<file path="config.mk">
export PLATFORM = sky130hd
export DESIGN_NAME = router_fifo
export DESIGN_NICKNAME = d
export VERILOG_FILES = /design/src/rtl/router_fifo.sv
export SDC_FILE = /design/constraint.sdc
export NUM_CORES = 1
export LEC_CHECK = 0
export CAP_MARGIN = 20
export CORE_MARGIN = 4
export CORE_UTILIZATION = 45
export CTS_CLUSTER_DIAMETER = 200
export DETAILED_ROUTE_END_ITERATION = 10
export GPL_TIMING_DRIVEN = 1
export SLEW_MARGIN = 20
export SYNTH_ARGS = -nofsm -noshare
export SYNTH_HDL_FRONTEND = slang
export SYNTH_SLANG_ARGS = --single-unit
</file>
<file path="constraint.sdc">
create_clock -name clock -period 2.6 [get_ports clock]
set_input_delay 0.39 -clock clock [delete_from_list [all_inputs] [get_ports clock]]
set_output_delay 0.39 -clock clock [all_outputs]
set_load 0.005 [all_outputs]
</file>
<file path="src/rtl/router_fifo.sv">
// Router output-port FIFO: 16 x 9-bit storage (bit 8 marks the header byte), with a packet byte counter.
// Optional macro ROUTER_FIFO_OCC_EN adds the fifo_count occupancy output.
module router_fifo (
   input  logic       clock,
   input  logic       reset,
   input  logic       soft_reset,
   input  logic       write_enb,
   input  logic       read_enb,
   input  logic       lfd_state,
   input  logic [7:0] data_in,
   output logic [7:0] data_out,
   output logic       full,
   output logic       empty
`ifdef ROUTER_FIFO_OCC_EN
   ,
   output logic [4:0] fifo_count
`endif
);

   logic [8:0] mem [16];
   logic [4:0] wr_ptr;
   logic [4:0] rd_ptr;
   logic [5:0] pkt_cnt;
   logic       do_wr;
   logic       do_rd;
   logic       any_reset;
   logic [8:0] rd_word;

   always_comb begin
      empty     = (wr_ptr == rd_ptr);
      full      = (wr_ptr[3:0] == rd_ptr[3:0]) && (wr_ptr[4] != rd_ptr[4]);
      do_wr     = write_enb && !full;
      do_rd     = read_enb && !empty;
      any_reset = reset || soft_reset;
      rd_word   = mem[rd_ptr[3:0]];
   end

`ifdef ROUTER_FIFO_OCC_EN
   always_comb fifo_count = wr_ptr - rd_ptr;
`endif

   // Storage is never cleared; a reset only suppresses the write in that cycle.
   always_ff @(posedge clock) begin
      if (!any_reset && do_wr)
         mem[wr_ptr[3:0]] <= {lfd_state, data_in};
   end

   always_ff @(posedge clock) begin
      if (any_reset) begin
         wr_ptr   <= '0;
         rd_ptr   <= '0;
         pkt_cnt  <= '0;
         data_out <= '0;
      end else begin
         if (do_wr)
            wr_ptr <= wr_ptr + 5'd1;
         if (do_rd) begin
            rd_ptr   <= rd_ptr + 5'd1;
            data_out <= rd_word[7:0];
            // Header loads payload length plus one parity byte.
            if (rd_word[8])
               pkt_cnt <= rd_word[7:2] + 6'd1;
            else if (pkt_cnt != 6'd0)
               pkt_cnt <= pkt_cnt - 6'd1;
         end else if (pkt_cnt == 6'd0) begin
            data_out <= '0;
         end
      end
   end

endmodule

</file>
### Word level (Yosys, flattened, before mapping)

Memory sizes are Yosys's and may differ from the RTL's. A register that Yosys moved wholly into a read port is not among the register bits.
Index checks and enable logic that the tools add are counted.

* word-level logic and storage cells: 33
* bits in registers: 24
* memory bits (writable): 144
* memories kept: 1
* output and inout bits: 10
* bits of input ports: 14

* add/sub/neg operators: 4
* reduce and logical (&&, ||, !) cells: 13
* muxes and demuxes: 8
* eq/ne operators: 3

Memories
* mem: depth 16, width 9, read ports 1, clocked after memory_dff 1, wr ports 1, line 20 `logic [8:0] mem [16];`

Operator list (number)
* $mux W8: 2
* $mux W6: 2
* $add A5 B1 Y5 const B: 2
* $mux W4: 2
* $add A6 B1 Y6 const B: 1
* $logic_not A6 Y1: 1
* $reduce_bool A6 Y1: 1
* $sub A6 B1 Y6 const B: 1
* $eq A5 B5 Y1: 1
* $eq A4 B4 Y1: 1
* $logic_and A1 B1 Y1: 4
* $reduce_bool A2 Y1: 2
* $logic_not A1 Y1: 3
* $mux W1: 2
* $reduce_and A2 Y1: 1
* $logic_or A1 B1 Y1: 1
* $ne A1 B1 Y1: 1

### Logic depth before layout (Yosys ltp)

Gate-level depths: netlist (run 1).

* word-level depth: 7
* mapped depth: 9

### Least setup slack after synthesis (run 1)

Ideal clock, no wire load.

* kind: reg-to-reg
* start point: reg (tool-made name)
* end point: reg pkt_cnt[1]
* path buffers: 2
* setup slack: 0.231 ns
* stages on the path, launching flop included: 10
* required time: 2.472 ns
* clock period less this slack: 2.369 ns
* arrival: 2.242 ns
* path through: dfxtp_1 buf_2 buf_2 mux4_2 a22oi_1 nand2_1 ha_1 mux2_2 o22ai_1 nor2_1

RTL lines
* to (signal assigned): line 62 `pkt_cnt <= rd_word[7:2] + 6'd1;`
* to (signal assigned): line 64 `pkt_cnt <= pkt_cnt - 6'd1;`
* to (decl): line 23 `logic [5:0] pkt_cnt;`

==> results of run 1 <==
[what timing repair did]
item                       in CTS  in global routing
hold buffers                    0                  0
hold endpoints to repair        0                  0
setup endpoints to repair       0                  1
gates resized for setup         0                  1
[worst max path at each step]
stage	slack, ns	startpoint	depth (start not counted)	endpoint
6_report	0.15	register	8	pkt_cnt[1]
5_1_grt	0.02	register	8	pkt_cnt[1]
4_1_cts	0.14	register	8	pkt_cnt[1]
3_5_place_dp	0.12	write_enb	5	mem[12][6]
3_3_place_gp	0.16	write_enb	5	mem[12][6]
2_1_floorplan	0.23	register	9	pkt_cnt[1]
[flip-flops by register name (all words and copies together) (netlist names), named ones only]
register	count
data_out	8
mem	144
wr_ptr	5
rd_ptr	5
pkt_cnt	6
[routing by layer]
layer | vias to the layer above | wire, um | track usage (%)
li1 | 1727 | - | -
met1 | 1954 | 6239 | 23.48
met2 | 114 | 7537 | 29.27
met3 | 13 | 835 | 4.715
met4 | 0 | 173 | 4.965
met5 | - | 0 | 0
[cells in the final DEF, fill, tap and decap left out, types with 3 or more instances in the layout]
| cell | Yosys | routed |
|---|---|---|
| nor2b_1 | 4 | 4 |
| a22oi_1 | 8 | 8 |
| clkbuf_16 | 0 | 17 |
| bufinv_16 | 0 | 3 |
| buf_4 | 2 | 29 |
| mux2_2 | 3 | 3 |
| inv_1 | 5 | 5 |
| edfxtp_1 | 144 | 144 |
| ha_1 | 8 | 8 |
| clkinvlp_4 | 0 | 3 |
| dfxtp_1 | 28 | 27 |
| xnor2_1 | 8 | 8 |
| nor3_1 | 7 | 7 |
| mux4_2 | 32 | 32 |
| inv_6 | 0 | 3 |
| nand3_1 | 11 | 11 |
| nand4_1 | 8 | 8 |
| o21ai_0 | 3 | 3 |
| xor2_1 | 8 | 8 |
| nand2_1 | 27 | 27 |
| a21oi_1 | 14 | 14 |
| mux2i_1 | 4 | 3 |
| mux4_1 | 6 | 6 |
| nor2_1 | 34 | 34 |
| clkdlybuf4s50_1 | 0 | 23 |
| nand2b_1 | 4 | 4 |
[metrics by stage]
step                hold slack [ns]  worst slack (ns)
floorplan                    0.4642            0.2306
global route                 0.5044           0.02027
global placement             0.4561            0.1560
detailed placement           0.4702            0.1155
finish                       0.4732            0.1463
CTS                          0.4787            0.1430
[final cells by class]
type / count / area (sq um) / area share (%)
multi-input combinational: 214 / 1977 / 24.10
timing repair buffer: 54 / 488.0 / 5.950
clock buffer: 19 / 432.9 / 5.278
tap: 188 / 235.2 / 2.868
sequential: 172 / 4886 / 59.57
inverter: 5 / 18.77 / 0.2288
clock inverter: 13 / 163.9 / 1.998
[worst min-delay path, cell delays in order, from the launching register on]
cell and delay, ns:
dfxtp_1 0.31, nand3_1 0.06, a21oi_1 0.06
[cells by family after synthesis]
family	after synthesis	synth area share (%)
DFF	172	69.95
muxes	46	13.96
adders and majority gates	8	1.433
and+or+nand+nor	102	6.755
AOI/OAI and AO/OA	42	4.103
xor gates and xnor gates	16	2.007
buffers and inverters	25	1.792
[where the power goes]
part	internal, uW	leakage (uW)	total (uW)	switching, uW
Clock	1520	0.000284	2570	1050
Sequential	2990	0.00152	3000	4.92
Combinational	75.0	0.000816	182	107
Total	4590	0.00262	5750	1160
==> impl_summary.md, run 1 <==
Floorplanning
The die boundary width is around 130 um. The floorplan die area is around 18000 sq um. The I/O pin count is 24. In this run the standard cell core region covers ~15000 sq um. The row count is between 40 and 50. The die is roughly 130 um tall. The initial utilization of the core area, before any placement, comes to 45.93%.

Detailed routing
For this run, the detailed router's first-pass iteration total came to 5. The via count of the routed design is between 3000 and 4000. In this run the remaining antenna-violating nets after routing total 0.

The total detailed-routing wirelength is 14790 um. After detailed routing, the number of vias per cell comes to between 5 and 6. The initial DRC count is 300. In the routed design, unresolved DRC markers number 0. In the final routed layout, each cell accounts on average for 22.23 um.

STA
The final setup TNS is 0 ns. Setup repair after global routing left no endpoint under its margin. The final-report max-slew violation count came to 0. For the pin with the worst max-slew slack, the measured transition is roughly 1 ns. After layout, the worst path uses between 90% and 100% of the clock period.

After layout, the minimum clock period comes to between 2 and 2.5 ns. In this run the tightest slew margin relative to its limit is approximately a third. The maximum achievable frequency is 407.5 MHz. The count of endpoints failing hold in the final timing report is 0. The final clock skew is roughly 0.011 ns. Setup violations remaining at the end of the flow were counted as 0.

Clocking
The maximum count of clock buffers along a single path is 2. The clock root buffer is clkbuf_16. The sink count of the clock tree is approximately 170. The source-to-sink clock delay at the later pin of the worst-skew pair is ~0.42 ns. The clock transition time at the flip-flop clock pins of the worst setup and hold paths is ~0.06 ns.

CTS built an H-tree with a depth of 4. The count of buffers added by post-CTS timing repair for setup is 0. TritonCTS built the clock tree. The number of clock buffers inserted by TritonCTS is 17.

Place
The congestion estimate from routability-driven global placement came to about 0.78. After detailed placement, the total cell area comes to 7601 sq um. The quantity of I/O buffers inserted on ports is 23.

The cell count after placement is between 600 and 700. Summed over all nets, the half-perimeter wirelength after detailed placement is around 9300 um.

Synth
The share of synthesized area occupied by flip-flops and latches is 69.95%. The synthesized area per cell is 16.99 sq um. Among all flip-flop cells after synthesis, the most frequent one is edfxtp_1. The number of flops mapped to enable cells by yosys is roughly 140.

The number of nets in the synthesized netlist is between 400 and 500. The count of state elements after synthesis is 172. After synthesis, the share of flip-flops with an asynchronous set or reset is 0%.

The most common cell in the synthesized netlist is edfxtp_1. The cell count after synthesis came out at a little over 400. The post-synthesis cell area is 6983 sq um. Sorting the synthesized cells by area gives the leading types as edfxtp_1 (62%), mux4_2 (10%), dfxtp_1 (8.0%), mux4_1 (2.3%), nor2_1 (1.8%).

For this run, the number of Yosys warnings is 0. Counting instances in the post-synthesis netlist gives the leading cell types as edfxtp_1 (144), nor2_1 (34), mux4_2 (32). The distinct cell type count of the synthesized netlist is 45. The share of Yosys cell area claimed by the top area cell type is about three fifths.

Of all cell types, the one taking the most synthesized area is edfxtp_1.

Setup path
Of all nets on the critical path, the largest fanout is 25. The count of cells along the worst register-to-register path is 8. The slack of the worst reg-to-reg path is roughly 0.15 ns. The cell at the slowest stage of the critical path is mux4_2. Traced cell by cell, the critical path runs through buf_12 -> mux4_2 -> a22oi_1 -> nand2_1 -> ha_1 -> mux2_2 -> o22ai_1 -> nor2_1. The signal arrival time at the worst endpoint is about 2.7 ns.

The element type at the critical path end is a register. The capture instance of the worst register-to-register path is pkt_cnt[1]. The critical path's largest stage delay is approximately 0.53 ns. Grouping stages by cell kind, the critical path spends the most delay in multiplexers.

The buffers plus inverters on the worst setup path is 1. The category of the critical setup timing path is reg2reg. The worst setup path is launched from a register.

At the worst endpoint, the required time is slightly below 3 ns.

Cells and area
The final layout contains 486 nets. The cell area after layout is about 8200 sq um. The filler cell count in the final layout is between 1000 and 1500. Cells fill between 50% and 60% of the core in the end. The area growth from synthesis to layout is 17.45%. The repair_antennas step left the layout with diodes totalling 0. The final cell count without fillers is approximately 670. In the final layout, the share of cells above drive strength 1 is a little over a fifth.

Global route
The number of global-route vias before repair was 3887. After global routing the overflow that remains totals 0. The first global-routing pass estimated approximately 23000 um of wire.

Entering global routing, the biggest net connects 35 pins. The overall track demand over capacity in global routing is between 10% and 20%. The number of antenna violations at the first check in global routing is 0.

Run status
The run finished with clean final reports.

Power and ir drop
In this run the static leakage power is roughly 0.0026 uW. The total chip power is 5747 uW. Dividing total power by cell area gives a power density of 700.8 nW/um^2. IR analysis of the VDD net gives a maximum drop of between 500 and 600 uV.

Min path
The number of cells on the worst hold path is 2. The startpoint identified for the worst hold timing path is data_out[6]. The end of the worst hold path is data_out[6]. The worst hold path belongs to the class reg2reg.

Flow run
The count of maximum capacitance violations is 0.
(Power assumes the default switching activity.)
==> run 2, diff against run 1 <==
--- a/config.mk
+++ b/config.mk
@@ -9,8 +9,10 @@
 export CORE_MARGIN = 4
 export CORE_UTILIZATION = 45
 export CTS_CLUSTER_DIAMETER = 200
+export CTS_CLUSTER_SIZE = 14
 export DETAILED_ROUTE_END_ITERATION = 10
 export GPL_TIMING_DRIVEN = 1
+export SETUP_SLACK_MARGIN = 0.5
 export SLEW_MARGIN = 20
 export SYNTH_ARGS = -nofsm -noshare
 export SYNTH_HDL_FRONTEND = slang
==> impl_summary.md, run 2 (synthesized netlist as in run 1, its figures left out) <==
Cells and area
Leaving out fill and tap cells, the most frequent cell in the layout is edfxtp_1. The filler cell count in the final layout is 1198 (-1.3%). The antenna diode count was 0 (unchanged). The area growth from synthesis to layout is 23.42%. The utilization after layout is 56.69% (+2.7 points). In the layout the commonest cells are edfxtp_1 (144), buf_4 (48), mux4_2 (38). The ratio of cells with drive above 1 in the final layout is 33.93% (+13 points). The final net count is 516 (+6.2%).

The flip-flop count of the largest register after layout is 144 (unchanged).

Place
The worst slack at placement was 0.01551 ns (-0.09996 ns). The quantity of I/O buffers inserted on ports is 23 (unchanged). The weighted congestion at the end of routability-driven global placement is 0.7794 (-0.60%).

The detailed-placement wirelength estimate came to 9410 um (+1.2%).

Global route
The maximum number of pins on one net before global-route repair is 35 (unchanged). The number of global-route vias before repair is 4039 (+3.9%). The overall track demand over capacity in global routing is 18.06% (+0.31 points). The number of antenna violations at the first check in global routing is 0 (unchanged). The first-pass GRT wire length was 23400 um (+1.8%). The overall overflow remaining after global route is 0 (unchanged).

STA
The transition time at the pin with the least slew margin was 0.6728 ns (-0.3386 ns). The final setup TNS is 0 ns (unchanged). The final clock skew is 0.006655 ns (-0.003878 ns). The final hold slack is 0.4662 ns (-0.006934 ns). The worst slew margin relative to its limit came to 55.10% (+23 points). Setup repair after global routing could not meet its margin everywhere.

The final-report max-slew violation count is 0 (unchanged). The least setup slack across all paths after layout is 0.3987 ns (+0.2524 ns). The maximum achievable frequency was 454.3 MHz (+11%). The count of endpoints failing hold in the final timing report is 0 (unchanged). The share of the clock period used by the worst path after layout is 84.67% (-9.7 points). The final count of negative-setup-slack endpoints is 0 (unchanged). The clock period minus final worst setup slack is 2.201 ns (-0.2524 ns).

Power and ir drop
The fraction of power spent switching nets was 21.27% (+1.1 points). The portion of total power attributed to combinational logic came to 4.0% (+0.8 points). The switching power was 1197 uW (+3.3%). The sequential share of power came to 53.2% (+1.0 points). The worst supply voltage drop on vdd is 472.2 uV (-21%). The total chip power was 5628 uW (-2.1%). The reported leakage power is 0.002795 uW (+6.6%). The power per cell area is 653.1 nW/um^2 (-6.8%). The power share of the clock group was 42.8% (-1.9 points). The internal portion of total power is 4431 uW (-3.4%).

Detailed routing
The via count of the routed design came to 3921 (+3.0%). The average detailed-routed wire length per instance is 22.05 um (-0.84%). The average via count per standard cell is 5.642 (-1.5%).

The number of search-and-repair iterations in the first detailed-routing pass was 7 (+2). The total detailed-routing wirelength is 15320 um (+3.6%). The post-route antenna net violation count is 0 (unchanged). The initial DRC count is 261 (-13%). The DRC violation count after routing came to 0 (unchanged).

Clocking
The maximum count of clock buffers along a single path is 2 (unchanged). TritonCTS built the clock tree. The sink count of the clock tree is 172 (unchanged).

The source-to-sink clock delay at the later pin of the worst-skew pair is 0.42 ns (about the same). The H-tree level count is 4 (unchanged). Clock tree synthesis selected as its root buffer the cell clkbuf_16. The clock transition time at the flip-flop clock pins of the worst setup and hold paths was 0.06 ns (about the same). The count of hold-fix buffers inserted at cts was 0 (unchanged). The number of clock buffers inserted by TritonCTS was 17 (unchanged).

Floorplanning
The area of the core is 15200 sq um (unchanged). The row count came to 45 (unchanged). The die boundary width was 132.6 um (unchanged). The I/O pin count came to 24 (unchanged). The floorplan die area is 17570 sq um (unchanged). The die height came to 132.6 um (unchanged). The effective utilization at floorplan is 45.93% (unchanged).

Setup path
The maximum fanout encountered on the critical timing path is 7 (-72%). STA classifies the critical path startpoint as a register. The critical path in this run is classified as reg2reg. The element type at the critical path end is a register. The signal arrival time at the worst endpoint was 2.52 ns (-0.22 ns). The required arrival time at the worst endpoint is 2.92 ns (+0.03 ns).

Run status
The flow ran to the end, and the final reports show no timing, DRC or antenna violations.

Flow run
The count of maximum capacitance violations was 0 (unchanged).

Min path
The min-delay analysis places its worst path in the category reg2reg.
[run 2: stage by stage]
step / instance area, sq um / cells
after floorplan: 6998 / 411
after global placement: 7631 / 637
after CTS: 8459 / 686
after detailed placement: 7631 / 637
after global routing: 8618 / 695
final: 8618 / 695
[run 2: final timing paths]
kind | startpoint | end | slack [ns] | depth (start not counted)
worst max register to register | register | pkt_cnt[1] | 0.40 | 9
worst min register to register | data_out[6] | data_out[6] | 0.47 | 2
worst min-delay path | data_out[6] | data_out[6] | 0.47 | 2
worst max-delay path | register | pkt_cnt[1] | 0.40 | 9
[run 2: what timing repair did]
action,CTS,global route
setup buffers,17,7
pin swaps,12,11
endpoints found under the hold margin,0,0
endpoints found under the setup margin,63,64
gates cloned,0,2
gates resized for setup,36,28
[run 2: final cells by class]
class / count / area, sq um / area share, %
timing repair buffer: 84 / 802.0 / 9.306
inverter: 5 / 18.77 / 0.2178
clock inverter: 14 / 136.4 / 1.582
sequential: 172 / 4901 / 56.87
clock buffer: 18 / 429.2 / 4.980
multi-input combinational: 214 / 2096 / 24.32
tap: 188 / 235.2 / 2.729
[run 2: power groups by stage]
stage	clock network, uW	registers, uW	logic (uW)
after floorplan	0	3060	90.9
after global placement	0	3060	181
after detailed placement	0	3060	184
after CTS	2460	3000	210
after global routing	2600	2990	244
final	2410	2990	224
[run 2: critical path: stages (launching register included)]
cell     delay (ns)
dfxtp_2        0.34
buf_12         0.15
buf_12         0.13
mux4_2         0.51
a22oi_1        0.18
nand2_2        0.11
ha_4           0.25
mux2_2         0.26
o22ai_2        0.12
nor2_1         0.05
[run 2: layer usage]
metal  vias to the layer above  share of wire (%)  GRT usage, %
li1                       1784                  -             -
met1                      2016                 42         23.35
met2                       106                 52         30.23
met3                        15                5.3         5.057
met4                         0                1.1         4.965
met5                         -                  0             0
